==> config.mk <==
export PLATFORM = sky130hd
export DESIGN_NAME = fp_addsub_pipe
export DESIGN_NICKNAME = d
export VERILOG_FILES = /design/src/rtl/fp_addsub_pipe.sv
export SDC_FILE = /design/constraint.sdc
export NUM_CORES = 1
export LEC_CHECK = 0
export ABC_AREA = 1
export CORE_UTILIZATION = 36
export CTS_BUF_LIST = sky130_fd_sc_hd__clkbuf_8
export DETAILED_ROUTE_END_ITERATION = 10
export SETUP_SLACK_MARGIN = 0.5
export SLEW_MARGIN = 20
export SYNTH_ARGS = -nofsm -noshare
export SYNTH_HDL_FRONTEND = slang
export SYNTH_SLANG_ARGS = --single-unit
==> constraint.sdc <==
create_clock -name clk -period 21.9 [get_ports clk]
set_input_delay 2.19 -clock clk [delete_from_list [all_inputs] [get_ports clk]]
set_output_delay 2.19 -clock clk [all_outputs]
set_load 0.005 [all_outputs]
==> src/rtl/fp_addsub_pipe.sv <==
// fp_addsub_pipe: three-stage pipelined floating-point adder/subtractor.
//
// The encoding is {sign, biased exponent, fraction}, with the exponent biased by
// 2^(EXP_W-1)-1. Denormal inputs count as signed zero. Results below the
// minimum normal are flushed to signed zero. Rounding is round-to-nearest-even.
//
// Ports:
//   clk        single clock; all state updates on the rising edge
//   rst_n      asynchronous assert, active-low reset
//   in_valid   operand beat present
//   in_ready   block accepts a beat this cycle (combinational)
//   a, b       operands, W bits each
//   op         0 = a+b, 1 = a-b
//   out_valid  result beat present
//   out_ready  consumer accepts the result
//   result     rounded sum or difference
//   flags      {invalid, overflow, inexact}, aligned with result
//
// Handshake: a beat moves on a port only in a cycle where valid && ready are
// both high. valid is never withdrawn and payload never changes while
// valid && !ready. The pipeline has one global stall, stall = out_valid &&
// !out_ready. When stall is high every stage holds, and in_ready = !stall.
//
// Stages:
//   S1 unpack, compare and align
//   S2 add or subtract
//   S3 normalise, round and pack
module fp_addsub_pipe #(
  parameter int EXP_W = 8,
  parameter int MAN_W = 23,
  localparam int W = 1 + EXP_W + MAN_W
) (
  input  logic         clk,
  input  logic         rst_n,
  input  logic         in_valid,
  output logic         in_ready,
  input  logic [W-1:0] a,
  input  logic [W-1:0] b,
  input  logic         op,
  output logic         out_valid,
  input  logic         out_ready,
  output logic [W-1:0] result,
  output logic [2:0]   flags
);

  // Working mantissa: hidden bit, fraction, guard, round, sticky.
  localparam int FW = MAN_W + 4;
  localparam logic [EXP_W-1:0] EXP_ONES = {EXP_W{1'b1}};
  localparam logic [W-1:0] QNAN = {1'b0, {EXP_W{1'b1}}, 1'b1, {(MAN_W-1){1'b0}}};

  logic stall;
  assign stall    = out_valid && !out_ready;
  assign in_ready = !stall;

  // ---------------- S1: unpack / compare / align ----------------
  logic               sa, sb;
  logic [EXP_W-1:0]   ea, eb;
  logic [MAN_W-1:0]   fa, fb;
  logic               a_zero, b_zero, a_inf, b_inf, a_nan, b_nan, a_snan, b_snan;
  logic [W-2:0]       mag_a, mag_b, mag_big, mag_small;
  logic               a_first;
  logic [FW-1:0]      big_ext, small_ext, small_al;
  logic [31:0]        diff;
  logic               s1_special, s1_invalid;
  logic [W-1:0]       s1_spec_val;

  assign sa = a[W-1];
  assign sb = b[W-1] ^ op;   // subtraction is addition of B with flipped sign
  assign ea = a[W-2:MAN_W];
  assign eb = b[W-2:MAN_W];
  assign fa = a[MAN_W-1:0];
  assign fb = b[MAN_W-1:0];

  assign a_zero = (ea == '0);
  assign b_zero = (eb == '0);
  assign a_inf  = (ea == EXP_ONES) && (fa == '0);
  assign b_inf  = (eb == EXP_ONES) && (fb == '0);
  assign a_nan  = (ea == EXP_ONES) && (fa != '0);
  assign b_nan  = (eb == EXP_ONES) && (fb != '0);
  assign a_snan = a_nan && !fa[MAN_W-1];
  assign b_snan = b_nan && !fb[MAN_W-1];

  // Denormals are forced to an all-zero magnitude so that they compare and
  // align exactly like zero.
  assign mag_a     = a_zero ? '0 : a[W-2:0];
  assign mag_b     = b_zero ? '0 : b[W-2:0];
  assign a_first   = (mag_a >= mag_b);
  assign mag_big   = a_first ? mag_a : mag_b;
  assign mag_small = a_first ? mag_b : mag_a;

  assign big_ext   = {(mag_big[W-2:MAN_W] != '0), mag_big[MAN_W-1:0], 3'b000};
  assign small_ext = {(mag_small[W-2:MAN_W] != '0), mag_small[MAN_W-1:0], 3'b000};
  assign diff      = 32'(mag_big[W-2:MAN_W]) - 32'(mag_small[W-2:MAN_W]);

  // A shift of FW-1 or more moves even the hidden bit past the sticky
  // position, so only a sticky bit survives.
  always_comb begin
    small_al = '0;
    if (diff >= 32'(FW - 1)) begin
      small_al = {{(FW-1){1'b0}}, |small_ext};
    end else begin
      small_al    = small_ext >> diff;
      small_al[0] = small_al[0] | (|(small_ext & ~({FW{1'b1}} << diff)));
    end
  end

  always_comb begin
    s1_special  = 1'b0;
    s1_invalid  = 1'b0;
    s1_spec_val = '0;
    if (a_nan || b_nan) begin
      s1_special  = 1'b1;
      s1_spec_val = QNAN;
      s1_invalid  = a_snan || b_snan;
    end else if (a_inf && b_inf && (sa != sb)) begin
      s1_special  = 1'b1;
      s1_spec_val = QNAN;
      s1_invalid  = 1'b1;
    end else if (a_inf) begin
      s1_special  = 1'b1;
      s1_spec_val = {sa, EXP_ONES, {MAN_W{1'b0}}};
    end else if (b_inf) begin
      s1_special  = 1'b1;
      s1_spec_val = {sb, EXP_ONES, {MAN_W{1'b0}}};
    end
  end

  logic             v1, sign_big1, sign_small1, spec1, inv1;
  logic [EXP_W-1:0] exp1;
  logic [FW-1:0]    man_big1, man_small1;
  logic [W-1:0]     spec_val1;

  always_ff @(posedge clk or negedge rst_n) begin
    if (!rst_n) begin
      v1          <= 1'b0;
      sign_big1   <= 1'b0;
      sign_small1 <= 1'b0;
      spec1       <= 1'b0;
      inv1        <= 1'b0;
      exp1        <= '0;
      man_big1    <= '0;
      man_small1  <= '0;
      spec_val1   <= '0;
    end else if (!stall) begin
      v1          <= in_valid;
      sign_big1   <= a_first ? sa : sb;
      sign_small1 <= a_first ? sb : sa;
      spec1       <= s1_special;
      inv1        <= s1_invalid;
      exp1        <= mag_big[W-2:MAN_W];
      man_big1    <= big_ext;
      man_small1  <= small_al;
      spec_val1   <= s1_spec_val;
    end
  end

  // ---------------- S2: add / subtract ----------------
  // The larger magnitude is always first, so the difference never goes negative.
  logic [FW:0] s2_sum;
  assign s2_sum = (sign_big1 != sign_small1) ? ({1'b0, man_big1} - {1'b0, man_small1})
                                             : ({1'b0, man_big1} + {1'b0, man_small1});

  logic             v2, sign2, zsign2, spec2, inv2;
  logic [EXP_W-1:0] exp2;
  logic [FW:0]      sum2;
  logic [W-1:0]     spec_val2;

  always_ff @(posedge clk or negedge rst_n) begin
    if (!rst_n) begin
      v2        <= 1'b0;
      sign2     <= 1'b0;
      zsign2    <= 1'b0;
      spec2     <= 1'b0;
      inv2      <= 1'b0;
      exp2      <= '0;
      sum2      <= '0;
      spec_val2 <= '0;
    end else if (!stall) begin
      v2        <= v1;
      sign2     <= sign_big1;
      // An exact zero is negative only when both effective signs are negative.
      zsign2    <= sign_big1 & sign_small1;
      spec2     <= spec1;
      inv2      <= inv1;
      exp2      <= exp1;
      sum2      <= s2_sum;
      spec_val2 <= spec_val1;
    end
  end

  // ---------------- S3: normalise / round / pack ----------------
  logic [FW-1:0]    norm;
  logic [MAN_W+1:0] mant;
  logic [MAN_W-1:0] frac;
  logic             found, round_up, inexact;
  int               lz, exp_n, exp_r;
  logic [W-1:0]     res_c;
  logic [2:0]       flags_c;

  always_comb begin
    norm     = '0;
    lz       = 0;
    found    = 1'b0;
    exp_n    = 0;
    if (sum2[FW]) begin
      // A carry out needs a one-bit right shift. The bit shifted out folds
      // into sticky.
      norm    = sum2[FW:1];
      norm[0] = sum2[1] | sum2[0];
      exp_n   = int'(exp2) + 1;
    end else begin
      for (int i = FW - 1; i >= 0; i--) begin
        if (!found) begin
          if (sum2[i]) found = 1'b1;
          else         lz = lz + 1;
        end
      end
      norm  = sum2[FW-1:0] << lz;
      exp_n = int'(exp2) - lz;
    end

    inexact  = norm[2] | norm[1] | norm[0];
    round_up = norm[2] && (norm[1] || norm[0] || norm[3]);
    mant     = {1'b0, norm[FW-1:3]} + {{(MAN_W+1){1'b0}}, round_up};
    exp_r    = exp_n;
    frac     = mant[MAN_W-1:0];
    if (mant[MAN_W+1]) begin
      exp_r = exp_n + 1;
      frac  = mant[MAN_W:1];
    end

    res_c   = '0;
    flags_c = '0;
    if (spec2) begin
      res_c   = spec_val2;
      flags_c = {inv2, 2'b00};
    end else if (sum2 == '0) begin
      res_c = {zsign2, {(W-1){1'b0}}};
    end else if (exp_n <= 0) begin
      res_c   = {sign2, {(W-1){1'b0}}};
      flags_c = 3'b001;
    end else if (exp_r >= (1 << EXP_W) - 1) begin
      res_c   = {sign2, EXP_ONES, {MAN_W{1'b0}}};
      flags_c = 3'b011;
    end else begin
      res_c   = {sign2, exp_r[EXP_W-1:0], frac};
      flags_c = {2'b00, inexact};
    end
  end

  always_ff @(posedge clk or negedge rst_n) begin
    if (!rst_n) begin
      out_valid <= 1'b0;
      result    <= '0;
      flags     <= '0;
    end else if (!stall) begin
      out_valid <= v2;
      result    <= res_c;
      flags     <= flags_c;
    end
  end

endmodule

; Word level (Yosys, flattened, before mapping)
; Index checks and enable logic that the tools add are counted.
[totals]
reg_bits = 205
input_bits = 69
word_cells = 288
out_inout_bits = 37
[op_classes]
add_sub_neg = 33
n_shift = 3
reduce_logical = 29
n_eq_ne = 4
n_bitwise = 8
magnitude_cmp = 4
n_mux = 187
[ops]
columns = op, count
row1 = 2-to-1 mux 32 bit, 87
row2 = adder 32 x 2 -> 32 bit (second input constant), 27
row3 = 2-to-1 mux 31 bit, 6
row4 = 2-to-1 mux 1 bit, 86
row5 = 2-to-1 mux 27 bit, 2
row6 = logical NOT 23 bit, 2
row7 = nonzero test 23 bit, 2
row8 = greater-or-equal comparator 32 x 5 -> 1 bit (second input constant), 1
row9 = greater-or-equal comparator 32 x 9 -> 1 bit (second input constant), 1
row10 = less-or-equal comparator 32 x 1 -> 1 bit (second input constant), 1
row11 = left shift 27 x 32 -> 27 bit, 1
row12 = left shift 27 x 32 -> 27 bit (first input constant), 1
row13 = >> shifter 27 x 32 -> 27 bit, 1
row14 = subtractor 9 x 32 -> 32 bit, 1
row15 = greater-or-equal comparator 31 bit, 1
row16 = adder 27 x 27 -> 28 bit, 1
row17 = logical NOT 28 bit, 1
row18 = 2-to-1 mux 28 bit, 1
row19 = subtractor 27 x 27 -> 28 bit, 1
row20 = bitwise AND 27 bit, 1
row21 = NOT 27 bit, 1
row22 = OR reduction 27 bit, 1
row23 = adder 24 x 1 -> 25 bit, 1
row24 = OR reduction 24 bit, 1
row25 = other kinds (15), 39

; Depth between registers and ports, before layout
[logic_depth]
depth_word = 118
ltp_mapped = 132
ltp_nobuf = 129

; Worst setup path after synthesis
; Ideal clock, no wire load.
[synth_path]
kind = reg2reg
from = reg sum2[25]
to = reg result[18]
setup_slack_ns = 5.904
stages_incl_launch_ff = 130
required_ns = 21.784
n_path_buf = 3
t_arrival_ns = 15.880
setup_time_ns = 0.116
period_less_slack_ns = 15.996
path_cell_list = dfrtp_1 -> inv_1 -> a21oi_1 -> ha_1 -> inv_1 -> nand4_1 -> nand2_1 -> inv_1 -> ha_1 -> nor2_1 -> a31oi_1 -> nand2_1 -> inv_1 -> ha_1 -> nand2_1 -> nand2_1 -> ha_1 -> inv_1 -> [... 94 more ...] -> nor2_1 -> nand4_1 -> nor2_2 -> nand3_2 -> buf_2 -> nand2_1 -> nand2_1 -> nor2_1 -> nand3_1 -> nor2_1 -> nand2_1 -> nand2_1 -> nand2_2 -> nand3_4 -> inv_4 -> buf_12 -> nand2_2 -> nand2_1
[synth_via]
elab_chain_cells = 115
word_cells_on_any_way = 172
cone_classes = add/sub: 28 / order compare: 2 / shift: 1 / mux: 137 / reduce/logical: 4
[synth_lines]
columns = item, line
row1 = from (decl), 165  ; logic [FW:0] sum2;
row2 = from (signal assigned), 186  ; sum2 <= s2_sum;
row3 = branches (longest 113 deep; another with adder 32 x 2 -> 32 bit), -
row4 = 2-to-1 mux 32 bit *, 237  ; end else if (sum2 == '0) begin
row5 = 2-to-1 mux 32 bit *, 234  ; if (spec2) begin
row6 = to (signal assigned), 258  ; result <= res_c;
row7 = to (decl), 42  ; output logic [W-1:0] result,
; Every way passes the cells marked *. The select of a mux whose other input is x is not followed.
; A chain may end at the register's enable or synchronous reset.

; Worst setup path in the final report
[layout_path]
from = reg sum2[25]
to = reg result[17]
; Same word-level chain as after synthesis.

==> results.md <==
- Run status: finished clean
- Int Pwr: around 0.96 mW
- Adder-cell area share of the yosys netlist: 0.0854
- Mapped Cells: 2994
- WS Path Type: register to register
- First-pass GRT wire length: 97400 microns
- IO Pins: 106
- Clk pwr share: 0.097
- Vias: 19300
- Sw Ratio: 0.581
- Fmax: 52.3 MHz
- Synth Area per Inst: roughly 5.9 sq um
- Worst hold path class: register to register
- Clock Tree Buf Depth: 2
- CTS tree: done
- EDFF count, synth: 0
- Clock Pin Slew Worst Setup and Hold Paths: 0.09 ns
- Met1 usage: 0.312
- #FFs+latches synth: between 100 and 150
- Post-DR wirelength/cell: roughly 17 microns
- Worst path required time: around 22 ns
- Max Slew Vio Count: 0
- GR Util met2: 0.422
- Leak Pwr: a little under 10 nW
- Number of vias per cell: 5.22
- Post-synth ARST share: 1.00
- Fin crit period: 19.11 ns
- CTS Buf Count: 17
- Clock Skew: 0.0168 ns
- Port Buf Inserts: 105
- Distinct cells, synth: 63
- Die X: ~220 microns
- # fillers: 5350
- Post-Route WL: 61300 microns
- Die ar.: 50200 sq um
- RSZ-0062 raised after global routing: false
- # clock sinks: 145
- CTS Hold Bufs: 0
- Layout Nets: 3216
- Top_reg_cell synth: dfrtp_1
- Compound-gate portion of the synthesized area: 0.178
- Post-CTS setup buffers: 0
- Global Route Usage Sum: 0.245
- Initial core utilization: 0.364
- Htree depth: 4
- Critical-path top delay cell: nor2_1
- Initial DRC count: 1310
- Peak VDD IR: 0.0469 mV
- Antenna-violating nets left: 0
- Setup TNS: 0 ns
- Hold WS: 0.456 ns
- Max incr delay on CP: 0.73 ns
- Endpoint type of the worst setup path: register
- Post-synthesis sequential area ratio: 0.204
- Maximum fanout along the worst path: 26
- Resize count post-CTS: 0
- Clock Latency Late Sink: 0.49 ns
- Fin. Hold Viols: 0
- Initial antenna violation count: 0
- Via count of the first global-routing pass: around 19000
- Post-DP HPWL: 49800 microns
- Net Count, Synth: 3183
- Largest family of logic cells by synthesized area: simple AND/OR/NAND/NOR gates
- Gr busiest metal: met2
- Drt pass-1 iters: 6
- Combinational share of power: 0.704
- Placed cell areas: 19300 sq um
- Chip height: 224 microns
- Crit path DAT: 19.53 ns
- Register share of total power: 0.199
- GPL Wtd Cong: just under 1
- Area delta synth->final: 11.1%
- Mapped cell area: 17800 sq um
- Post-synth top area cell: dfrtp_1
- Xor-xnor portion of the synthesized cell area: 0.0252
- Startpoint types: register
- Root buffer cell: clkbuf_8
- Synth area leaders: dfrtp_1 (20%), nand2_1 (18%), o21ai_0 (9.0%), inv_1 (8.8%), ha_1 (8.3%)
- Synth warn: 0
- Core ar.: 48700 sq um
- Grt met3 use: 0.0199
- Largest net degree at the start of global routing: 91
- Area share of the largest cell type after synthesis: 0.204
- Layout cell share with drive strength beyond 1: 0.0664
- Post-route cell area: 19700 sq um
- CP most frequent cell: nand2_1
- Psw: roughly 1.3 mW
- Worst Tran Pin Value: 0.962 ns
- Post-synthesis mux area share: 0.00226
- Fin crit share: 0.873
- P per Cell Area: 116 nW/um^2
- Row cnt: slightly above 80
- Setup violators final: 0
- Share of the core filled with cells: 0.405
- Residual DRC count: 0
- Synth Area in Simple Gates: 0.385
- Max transition margin: 0.358
- Number of max-cap violations: 0
- GRT overflow: 0
## final timing paths
path,startpoint,end,slack (ns),cells past startpoint
worst max-delay path,sum2[25]$_DFFE_PN0N_,result[17]$_DFFE_PN0N_,2.79,121
worst min-delay path,v2$_DFFE_PN0N_,out_valid$_DFFE_PN0N_,0.46,2
worst max register to register,sum2[25]$_DFFE_PN0N_,result[17]$_DFFE_PN0N_,2.79,121
worst min register to register,v2$_DFFE_PN0N_,out_valid$_DFFE_PN0N_,0.46,2
max in group asynchronous,rst_n,exp1[4]$_DFFE_PN0N_,18.80,2
min in group asynchronous,rst_n,result[11]$_DFFE_PN0N_,1.75,1
## registers in the layout, summed over array words and instances, names as in the netlist
register / count
sign2: 1
sum2: 28
inv2: 1
spec_val2: 3
result: 32
exp2: 8
sign_big1: 1
flags: 3
zsign2: 1
exp1: 8
man_small1: 27
man_big1: 24
v1: 1
inv1: 1
sign_small1: 1
out_valid: 1
v2: 1
spec_val1: 3
## power groups by stage
stage | Combinational [mW] | Sequential, mW | Clock [mW]
2_1_floorplan | 1.13 | 0.413 | 0
5_1_grt | 1.82 | 0.465 | 0.237
6_report | 1.61 | 0.455 | 0.222
4_1_cts | 1.60 | 0.453 | 0.228
3_3_place_gp | 1.59 | 0.457 | 0
3_5_place_dp | 1.59 | 0.458 | 0
## cell families (layout without fill, tap and decap cells)
group,Yosys count,in the layout
adders and majority gates,120,120
muxes,4,4
buffers and inverters,552,598
AOI/OAI and AO/OA,575,575
xor gates and xnor gates,51,51
and+or+nand+nor,1547,1547
other,0,1
DFF,145,145
## final cells by class
type,instances,area (sq um),share of cell area
clock buffer,18,248,0.0126
inverter,441,1660,0.0840
tap,664,831,0.0421
clock inverter,14,143,0.00723
timing repair buffer,125,1200,0.0609
antenna,1,2.50,0.000127
sequential,145,3630,0.184
multi-input combinational,2297,12000,0.609
## layer usage
layer,vias up,share of wire
met3,90,0.031
met2,424,0.47
li1,9822,-
met5,-,0
met1,8993,0.45
met4,0,0.040
## placed cells by master (no fill, tap or decap), drive strengths merged, types with 7 or more instances in the layout
cell type and count:
inv 447, buf 21, o31ai 10, a31oi 15, nand2 883, or2 16, dfrtp 145, clkdlybuf4s50 104
xor2 43, o211ai 21, ha 118, nor4 21, o22ai 19, clkinv 7, clkbuf 18, nand3b 9
nor2 294, nor3 30, a21oi 123, nand3 232, xnor2 8, o21bai 11, nand4 57, a211oi 8
o21ai 338
## cells in the mapped netlist, types with 6 or more instances
cell type,n
buf_1,13
xor2_1,43
nor2_2,17
ha_1,118
nand4_1,55
o21ai_1,16
nand2_1,832
o211ai_1,21
inv_1,417
nor4_1,20
a211oi_1,8
nand3_2,22
nand3_1,207
buf_2,10
nor2_1,270
xnor2_1,8
a21oi_1,122
o21bai_1,11
a31oi_1,15
dfrtp_1,145
nor2_4,6
nand2_2,51
nand3b_1,8
inv_2,18
nor3_1,30
or2_2,16
o31ai_1,10
o21ai_0,318
clkbuf_1,83
o22ai_1,19
## critical path: cells and delay by family, from the launching register on
family / cells / cell delay, ns
AOI/OAI and AO/OA: 6 / 1.10
xor gates and xnor gates: 1 / 0.20
adders and majority gates: 23 / 6.12
buffers and inverters: 25 / 2.40
DFF: 1 / 0.42
and+or+nand+nor: 66 / 8.83
## stage by stage
step | power, mW | setup slack (ns) | instances
finish | 2.29 | 2.79 | 3705
global route | 2.52 | 0.771 | 3704
CTS | 2.28 | 2.85 | 3704
detailed placement | 2.05 | 2.90 | 3672
global placement | 2.04 | 3.65 | 3672
floorplan | 1.54 | 5.90 | 2994
No activity file was read; power rests on OpenSTA's default activity.
==> RTL edit: new RTL, config.mk and constraints unchanged <==
Set the parameter `MAN_W` to 19 (it was 23).
--- a/src/rtl/fp_addsub_pipe.sv
+++ b/src/rtl/fp_addsub_pipe.sv
@@ -28,5 +28,5 @@
 module fp_addsub_pipe #(
   parameter int EXP_W = 8,
-  parameter int MAN_W = 23,
+  parameter int MAN_W = 19,
   localparam int W = 1 + EXP_W + MAN_W
 ) (
Interface: changed (resized a, b and result); port bits go from 106 to 94. The function was not compared with the original's and may differ.
==> RTL edit against the original RTL <==
- cell count down 16%
- synthesized area is 13% lower
- sequential share of layout area rose by 0.43 points
- power down 14%
- combinational power fell by 16%
- die area is 13% lower
- sequential cell count decreased by 16
- critical path depth shrank 26
- setup slack better by 3.6 ns
- cell area is 13% lower
- utilization increased by 0.32 points
- maximum frequency increased by 23%
- clock power shrank 6%
- wire length is 21% lower
- critical path type unchanged
- largest cell class unchanged
==> RTL edit: results (changes against the original RTL) <==
clk sinks 129 (was 145); Skew-Pair Late Insertion Delay 0.47 ns (was 0.49 ns); CTS buffer count 17 (unchanged); Non-clock inverters 328 (was 441); Distinct cells, synth 59 (was 63); GR Util met1 29.7% (was 31.2%); CP max stage cell inv_1 (was nor2_1); wirelength, routed 48.4 mm (was 61.3 mm); global-route met2 utilization 37.1% (was 42.2%); clock buffers 17 (was 18); sequential element share of the synthesized area 21.0% (was 20.4%); Synth Area in XOR/XNOR 3.07% (was 2.52%); multi-input gates 1986 (was 2297); Inst Count DP 3087 (was 3672); layout net count 2732 (was 3216); nonclk buf count 105 (was 125); fraction of layout cells with a size suffix above 1 6.28% (was 6.64%); Comb. pwr 1.36 mW (was 1.61 mW); sequential cell area 3230 sq um (was 3630 sq um); Post-DP Area 16700 sq um (was 19300 sq um); routed wl met3 1.99 mm (was 1.91 mm); NonClk Buf Share 5.96% (was 6.09%); number of fill cells 4552 (was 5350); Clock Network Area Fraction 2.31% (was 1.98%); Compound-Gate Fraction of Synth Area 18.1% (was 17.8%); routed vias 16600 (was 19300); largest net degree at the start of global routing 101 (was 91); relative slew slack 36.7% (was 35.8%); Worst-path clk slew 0.11 ns (was 0.09 ns); hpwl dp 38.6 mm (was 49.8 mm); largest registers result: 28 flops, sum2: 24 flops, man_small1: 23 flops (was result: 32 flops, sum2: 28 flops, man_small1: 27 flops); crit-path max cell delay 0.66 ns (was 0.73 ns); Starting DRT DRC Count 1413 (was 1310); gr usage total 22.3% (was 24.5%); Cells after Synth 2531 (was 2994); proportion of synthesized area in mux cells 0.455% (was 0.226%); vias in the first global route 15800 (was 18500); result of the run completed (unchanged); clock skew 0.0211 ns (was 0.0168 ns); sequential cell area share 18.8% (was 18.4%); sequential share of power 20.9% (was 19.9%); dominant cells by area after synthesis dfrtp_1 21%, nand2_1 18%, o21ai_0 8.6%, ha_1 8.3%, inv_1 7.2% (was dfrtp_1 20%, nand2_1 18%, o21ai_0 9.0%, inv_1 8.8%, ha_1 8.3%); Setup WS pre-CTS 6.53 ns (was 2.90 ns); Max FO, Critical Path 30 (was 26); M1 WL 22.7 mm (was 27.8 mm); RD Place Congestion 0.959 (was 0.962); Multi-input gate area 10600 sq um (was 12000 sq um); most common library cells after synthesis 719 x nand2_1, 295 x inv_1, 265 x o21ai_0, 206 x nand3_1, 190 x nor2_1 (was 832 x nand2_1, 417 x inv_1, 318 x o21ai_0, 270 x nor2_1, 207 x nand3_1); met2 WL 22.2 mm (was 29.1 mm); delay-heaviest family, CP adder cells (was simple AND/OR/NAND/NOR gates); Worst VDD drop 0.0000562 V (was 0.0000469 V); PortBufs 93 (was 105); fin cells 3119 (was 3705); global-route wire length before repair 79.7 mm (was 97.4 mm)
-- RTL edit: changes by cell type after synthesis, sizes merged, moves of 15 or more --
cell,unedited run,this run
nor2,294,222
ha,118,102
inv,436,323
o21ai,338,280
nand4,57,72
dfrtp,145,129
nand2,883,743
nand3,232,214
-- RTL edit: worst paths after layout --
check | startpoint | endpoint | slack, ns | depth (start not counted)
min | v2$_DFFE_PN0N_ | out_valid$_DFFE_PN0N_ | 0.46 | 2
max reg2reg | sum2[21]$_DFFE_PN0N_ | result[10]$_DFFE_PN0N_ | 6.38 | 95
max in group asynchronous | rst_n | exp2[6]$_DFFE_PN0N_ | 18.85 | 2
max | sum2[21]$_DFFE_PN0N_ | result[10]$_DFFE_PN0N_ | 6.38 | 95
min in group asynchronous | rst_n | result[11]$_DFFE_PN0N_ | 1.70 | 1
min reg2reg | v2$_DFFE_PN0N_ | out_valid$_DFFE_PN0N_ | 0.46 | 2
